===== src/rtl/fft_pkg.sv =====
// Shared definitions for the FFT peak finder.
// Holds the default widths, the lowest eligible bin and the sweep FSM
// state encoding. Both fft_peak and mag_est import this package.
package fft_pkg;

  localparam int FFT_BIT_WIDTH = 16;  // signed width of each re/im component
  localparam int FFT_N         = 9;   // log2 of the FFT length
  localparam int FFT_MIN_BIN   = 1;   // lowest bin allowed to win (skips DC)

  typedef enum logic [1:0] {
    IDLE  = 2'd0,
    SWEEP = 2'd1,
    DRAIN = 2'd2,
    DONE  = 2'd3
  } fft_state_t;

endpackage


===== src/rtl/mag_est.sv =====
// Combinational magnitude estimator: max(|re|,|im|) + min(|re|,|im|)/2.
// Ports:
//   re, im : signed BIT_WIDTH-bit components
//   mag    : unsigned BIT_WIDTH+1-bit estimate (no saturation)
module mag_est
  import fft_pkg::*;
#(
  parameter int BIT_WIDTH = FFT_BIT_WIDTH
) (
  input  logic signed [BIT_WIDTH-1:0] re,
  input  logic signed [BIT_WIDTH-1:0] im,
  output logic        [BIT_WIDTH:0]   mag
);

  logic [BIT_WIDTH-1:0] w_abs_re;
  logic [BIT_WIDTH-1:0] w_abs_im;
  logic [BIT_WIDTH-1:0] w_max;
  logic [BIT_WIDTH-1:0] w_min;

  always_comb begin
    // Two's-complement negate held as unsigned: the most negative value
    // maps onto 2^(BIT_WIDTH-1), which still fits in BIT_WIDTH bits.
    w_abs_re = re[BIT_WIDTH-1] ? (~re + 1'b1) : re;
    w_abs_im = im[BIT_WIDTH-1] ? (~im + 1'b1) : im;
    if (w_abs_re >= w_abs_im) begin
      w_max = w_abs_re;
      w_min = w_abs_im;
    end else begin
      w_max = w_abs_im;
      w_min = w_abs_re;
    end
    mag = {1'b0, w_max} + {2'b0, w_min[BIT_WIDTH-1:1]};
  end

endmodule


===== src/rtl/fft_peak.sv =====
// FFT peak finder: after each fft_done rising edge, reads the lower half
// of the FFT result RAM, estimates each bin's magnitude and reports the
// largest one (lowest bin wins ties; bins below MIN_BIN never win).
// Ports:
//   clk, reset (sync, active-low)
//   fft_done     : completion flag; a rising edge while IDLE starts a sweep
//   dout         : RAM read data {re, im}, valid one cycle after add_rd
//   add_rd       : RAM read address
//   busy         : high in SWEEP and DRAIN
//   peak_valid   : one-cycle pulse in DONE
//   peak_bin     : winning bin index, held between results
//   peak_mag     : winning magnitude, held between results
//   o_dbg_state  : current FSM state
//
// Handshake: there is no back-pressure. A result is offered for exactly the
// one cycle peak_valid is high; peak_bin/peak_mag stay stable until the next
// peak_valid, so a consumer may also sample them at any later time.
module fft_peak
  import fft_pkg::*;
#(
  parameter int BIT_WIDTH = FFT_BIT_WIDTH,
  parameter int N         = FFT_N,
  parameter int MIN_BIN   = FFT_MIN_BIN
) (
  input  logic                   clk,
  input  logic                   reset,
  input  logic                   fft_done,
  input  logic [2*BIT_WIDTH-1:0] dout,
  output logic [N-1:0]           add_rd,
  output logic                   busy,
  output logic                   peak_valid,
  output logic [N-2:0]           peak_bin,
  output logic [BIT_WIDTH:0]     peak_mag,
  output fft_state_t             o_dbg_state
);

  localparam int BIN_W = N - 1;
  localparam logic [BIN_W-1:0] LAST_ADDR = '1;
  localparam logic [BIN_W-1:0] MIN_BIN_V = BIN_W'(MIN_BIN);

  fft_state_t r_state;
  fft_state_t w_next;

  logic                 r_fd_prev;
  logic                 w_fd_rise;
  logic [BIN_W-1:0]     r_addr;
  logic                 r_drain_cnt;

  // Stage 1: tag of the address issued last cycle (its data is on dout now).
  logic                 r_v1;
  logic [BIN_W-1:0]     r_tag1;
  // Stage 2: registered magnitude with its tag, compared in the next cycle.
  logic                 r_v2;
  logic [BIN_W-1:0]     r_tag2;
  logic [BIT_WIDTH:0]   r_mag;

  logic [BIN_W-1:0]     r_pk_bin;
  logic [BIT_WIDTH:0]   r_pk_mag;
  logic [BIN_W-1:0]     r_out_bin;
  logic [BIT_WIDTH:0]   r_out_mag;

  logic signed [BIT_WIDTH-1:0] w_re;
  logic signed [BIT_WIDTH-1:0] w_im;
  logic [BIT_WIDTH:0]   w_mag;
  logic                 w_take;
  logic [BIN_W-1:0]     w_cand_bin;
  logic [BIT_WIDTH:0]   w_cand_mag;
  logic [BIN_W-1:0]     w_final_bin;
  logic                 w_enter_sweep;
  logic                 w_load_out;

  assign w_re = dout[2*BIT_WIDTH-1:BIT_WIDTH];
  assign w_im = dout[BIT_WIDTH-1:0];

  mag_est #(
    .BIT_WIDTH(BIT_WIDTH)
  ) u_mag_est (
    .re (w_re),
    .im (w_im),
    .mag(w_mag)
  );

  assign w_fd_rise     = fft_done & ~r_fd_prev;
  assign w_enter_sweep = (r_state == IDLE) && w_fd_rise;
  // The last bin's magnitude is being compared in the final DRAIN cycle, so
  // the result registers take the post-compare value directly.
  assign w_load_out    = (r_state == DRAIN) && r_drain_cnt;

  assign w_take      = r_v2 && (r_tag2 >= MIN_BIN_V) && (r_mag > r_pk_mag);
  assign w_cand_bin  = w_take ? r_tag2 : r_pk_bin;
  assign w_cand_mag  = w_take ? r_mag  : r_pk_mag;
  // Nothing beat zero: report the lowest eligible bin rather than DC.
  assign w_final_bin = (w_cand_mag == '0) ? MIN_BIN_V : w_cand_bin;

  assign add_rd      = {1'b0, r_addr};
  assign peak_bin    = r_out_bin;
  assign peak_mag    = r_out_mag;
  assign o_dbg_state = r_state;

  always_ff @(posedge clk) begin
    if (!reset) begin
      r_state <= IDLE;
    end else begin
      r_state <= w_next;
    end
  end

  always_comb begin
    w_next     = r_state;
    busy       = 1'b0;
    peak_valid = 1'b0;
    case (r_state)
      IDLE: begin
        if (w_fd_rise) w_next = SWEEP;
      end
      SWEEP: begin
        busy = 1'b1;
        if (r_addr == LAST_ADDR) w_next = DRAIN;
      end
      DRAIN: begin
        busy = 1'b1;
        if (r_drain_cnt) w_next = DONE;
      end
      DONE: begin
        peak_valid = 1'b1;
        w_next     = IDLE;
      end
      default: w_next = IDLE;
    endcase
  end

  always_ff @(posedge clk) begin
    if (!reset) begin
      r_fd_prev   <= 1'b0;
      r_addr      <= '0;
      r_drain_cnt <= 1'b0;
      r_v1        <= 1'b0;
      r_tag1      <= '0;
      r_v2        <= 1'b0;
      r_tag2      <= '0;
      r_mag       <= '0;
      r_pk_bin    <= '0;
      r_pk_mag    <= '0;
      r_out_bin   <= '0;
      r_out_mag   <= '0;
    end else begin
      r_fd_prev <= fft_done;
      // Wraps to zero naturally after the last address.
      r_addr      <= (r_state == SWEEP) ? r_addr + 1'b1 : '0;
      r_drain_cnt <= (r_state == DRAIN) ? ~r_drain_cnt : 1'b0;
      r_v1        <= (r_state == SWEEP);
      r_tag1      <= r_addr;
      r_v2        <= r_v1;
      r_tag2      <= r_tag1;
      r_mag       <= w_mag;
      if (w_enter_sweep) begin
        r_pk_bin <= '0;
        r_pk_mag <= '0;
      end else begin
        r_pk_bin <= w_cand_bin;
        r_pk_mag <= w_cand_mag;
      end
      if (w_load_out) begin
        r_out_bin <= w_final_bin;
        r_out_mag <= w_cand_mag;
      end
    end
  end

endmodule

===== config.mk =====
export PLATFORM = sky130hd
export DESIGN_NAME = fft_peak
export DESIGN_NICKNAME = d
export VERILOG_FILES = /design/src/rtl/fft_pkg.sv /design/src/rtl/mag_est.sv /design/src/rtl/fft_peak.sv
export SDC_FILE = /design/constraint.sdc
export NUM_CORES = 1
export LEC_CHECK = 0
export CORE_MARGIN = 10
export CORE_UTILIZATION = 45
export CTS_CLUSTER_SIZE = 10
export DETAILED_ROUTE_END_ITERATION = 8
export DONT_BUFFER_PORTS = 1
export PLACE_DENSITY_LB_ADDON = 0.08
export SLEW_MARGIN = 10
export SYNTH_ARGS = -nofsm -noshare
export SYNTH_HDL_FRONTEND = slang
export SYNTH_HIERARCHICAL = 1
export SYNTH_SLANG_ARGS = --single-unit

===== constraint.sdc =====
create_clock -name clk -period 17.1 [get_ports clk]
set_clock_uncertainty 0.1 [all_clocks]
set_input_delay 1.71 -clock clk [delete_from_list [all_inputs] [get_ports clk]]
set_output_delay 1.71 -clock clk [all_outputs]
set_load 0.05 [all_outputs]

==> impl_results.md <==
- Run status: finished, final reports clean
- Final wirelength: 12.8 mm
- Initial Utilization: 0.459
- Final Net Count: 735
- Layout cells sized above 1: 0.0417
- Yosys cell types: 52
- Worst R2R Start: r_pk_mag[13]
- Total Neg Setup Slack: 0 ns
- Clock Root Buffer: clkbuf_16
- Chip Width: 134 µm
- Hold Path Sink: r_v2
- Worst R2R Path Depth: 8
- Port Buffer Count: 0
- Worst-Margin Slew: 1.21 ns
- Synth Register Bits: 97
- Fraction of met1 tracks used by global routing: 0.187
- Number of cell rows: 41
- Clock transition at path regs: 0.07 ns
- Ys async rst share: 0
- Post-Synthesis Cell Area: 5800 µm²
- Max clock buf depth: 2
- Reg2Reg Setup Slack: 14.04 ns
- Cell count after synthesis: 658
- Top FF cell, synth: dfxtp_1
- Synth warn: 6
- Fill count: 1218
- Fin crit period: 7.44 ns
- Area of the core: 12600 µm²
- First-pass GRT wire length: 21.5 mm
- Via density: 5.43
- Largest cells by area after synthesis: dfxtp_1, ha_1, mux2i_1, xor2_1, and2_1
- Top-area cell type share of the netlist area: 0.335
- Cts hold-fix bufs: 0
- GR Util met3: 0.0331
- 1st-iter DRT viols: 234
- Setup violators final: 0
- Post_cts resized: 0
- GRT met2 Usage: 0.225
- Final hold violation count: 0
- Register area share after synthesis: 0.335
- Relative slew slack: 0.195
- Synth area leader: dfxtp_1
- HPWL Detailed: 10.2 mm
- GRT Overall Usage: 0.143
- WL/cell: 15.7 µm
- Critical Path RT: 17.23 ns
- Crit-path max FO: 33
- Syn_area_per_cell: 8.81 µm²
- Vias in the first global route: 4391
- Setup bufs post-CTS: 0
- Hold Crit Start: r_v1
- Ports: 73
- Number of flops mapped to enable cells by yosys: 0
- Inst Count DP: 804
- Pre-Repair DR Iteration Count: 5
- Setup repair after global routing missed its margin: false
- Largest net degree at the start of global routing: 57
- Worst Hold Class: flip-flop to flip-flop
- Chip height: 134 µm
- Via count: 4452
- Initial antenna violation count: 0
- Most common cell after layout, fill and taps aside: dfxtp_1
- Syn Nets: 750
- Fin crit share: 0.435
- Leak: 2.48 nW
- Fmax: 134 MHz
- Area Growth Syn to Fin: 6.86%
- Slew Viols, Final: 0
- TritonCTS buffer count: 9
- Total power per unit cell area: 125 nW/µm²
- Die ar.: 17800 µm²
- Hold depth: 1
- Startpoint types: primary input
- Critical path endpoint category: flip-flop
- Worst EP arrival: 7.57 ns
- Later-pin clock latency in the skew report: 0.35 ns
- CTS tree: built
- Max H-tree Level: 3
- GRT overflow: 0
- # DRC: 0
- Fin cells: 820
- Reg-to-Reg End: peak_bin[7]
- Routability cong.: 0.813
- TritonCTS Sinks: 97
- Most frequent cells in the layout: dfxtp_1, mux2i_1, ha_1, nor2_1, inv_1
- Max-cap violations: 0
- Critical path class: primary input to flip-flop
- Antenna diodes: 0
- Antenna Nets Post-Route: 0
- Global route hottest layer: met2
- Largest vdd supply drop: 0.0000561 V
worst max path at each step:
stage	start	to	slack, ns	depth (start not counted)
6_report	dout[22]	r_mag[8]	9.66	20
5_1_grt	dout[22]	r_mag[8]	9.10	20
4_1_cts	dout[22]	r_mag[8]	9.65	20
3_5_place_dp	dout[22]	r_mag[8]	9.27	20
3_3_place_gp	dout[22]	r_mag[8]	9.52	20
2_1_floorplan	dout[22]	r_mag[8]	10.19	21
Yosys cell counts, types with 3 or more instances:
library cell  instances
a2111oi_0             3
buf_4                 5
nand2_1              33
nor2b_1               3
a21o_1                9
nor3_1               10
o21ai_0              38
nor4_1               10
nand3_1              14
clkbuf_1             18
nand2b_1              3
ha_1                 56
xor2_1               29
a21oi_1              44
o31ai_1              16
or4_1                 6
mux2i_1              57
a211oi_1              3
nor2_1               50
or3_1                 5
dfxtp_1              97
and3_1                4
xnor2_1              13
inv_1                48
nand4_1              10
and2_1               36
worst max-delay path: stages:
cell       delay (ns)
or4_4            0.54
or4_1            0.46
o21ai_0          0.21
xor2_1           0.24
inv_1            0.07
ha_1             0.29
nand3_1          0.11
or4_1            0.51
or4_1            0.42
nand3_2          0.63
o21ai_0          0.21
ha_1             0.26
fa_1             0.41
a21o_1           0.19
a21oi_1          0.23
o21bai_1         0.14
a2111oi_0        0.47
nor3_1           0.14
xor2_1           0.15
and2_1           0.16
sequential cells by signal (all words and copies together) (netlist names):
register,cells
o_dbg_state,2
peak_bin,8
peak_mag,17
r_addr,8
r_drain_cnt,1
r_fd_prev,1
r_mag,17
r_pk_bin,8
r_pk_mag,17
r_tag1,8
r_tag2,8
r_v1,1
r_v2,1
layout make-up:
class                   instances  area [µm²]  area share
multi-input cells             487        3560       0.575
flip-flops and latches         97        1940       0.313
clock buffers                  10         239      0.0386
well taps                     172         215      0.0347
inverters                      48         180      0.0291
clock inverters                 6        60.1     0.00969
power breakdown:
| part | switching (mW) | leakage, nW | internal (mW) |
|---|---|---|---|
| Combinational | 0.167 | 1.55 | 0.129 |
| Sequential | 0.0331 | 0.786 | 0.247 |
| Clock | 0.0907 | 0.140 | 0.106 |
| Total | 0.290 | 2.48 | 0.483 |
cell families (layout without fill, tap and decap cells):
family	Yosys count	in the layout	synth area share
compound gates	134	134	0.140
xor+xnor	42	42	0.0634
fa+ha+maj	57	57	0.124
buf+inv	74	64	0.0537
flops	97	97	0.335
mux	60	60	0.105
other cells	1	1	0.000647
simple gates	193	193	0.177
per-layer routing:
metal,part of all wire,routed length (µm),vias to the layer above
met1,0.48,6210,2052
li1,-,-,2293
met4,0.011,138,0
met2,0.45,5760,97
met5,0,0,-
met3,0.058,739,10
through the flow:
step	hold slack, ns	setup slack, ns	power [mW]	area, µm²	util
final	0.337	9.66	0.773	6200	0.491
after global routing	0.353	9.10	0.830	6200	0.491
after CTS	0.335	9.65	0.779	6200	0.491
after detailed placement	0.318	9.27	0.581	5900	0.467
after global placement	0.320	9.52	0.576	5900	0.467
after floorplan	0.312	10.19	0.523	5800	-
No activity file was read; power rests on OpenSTA's default activity.
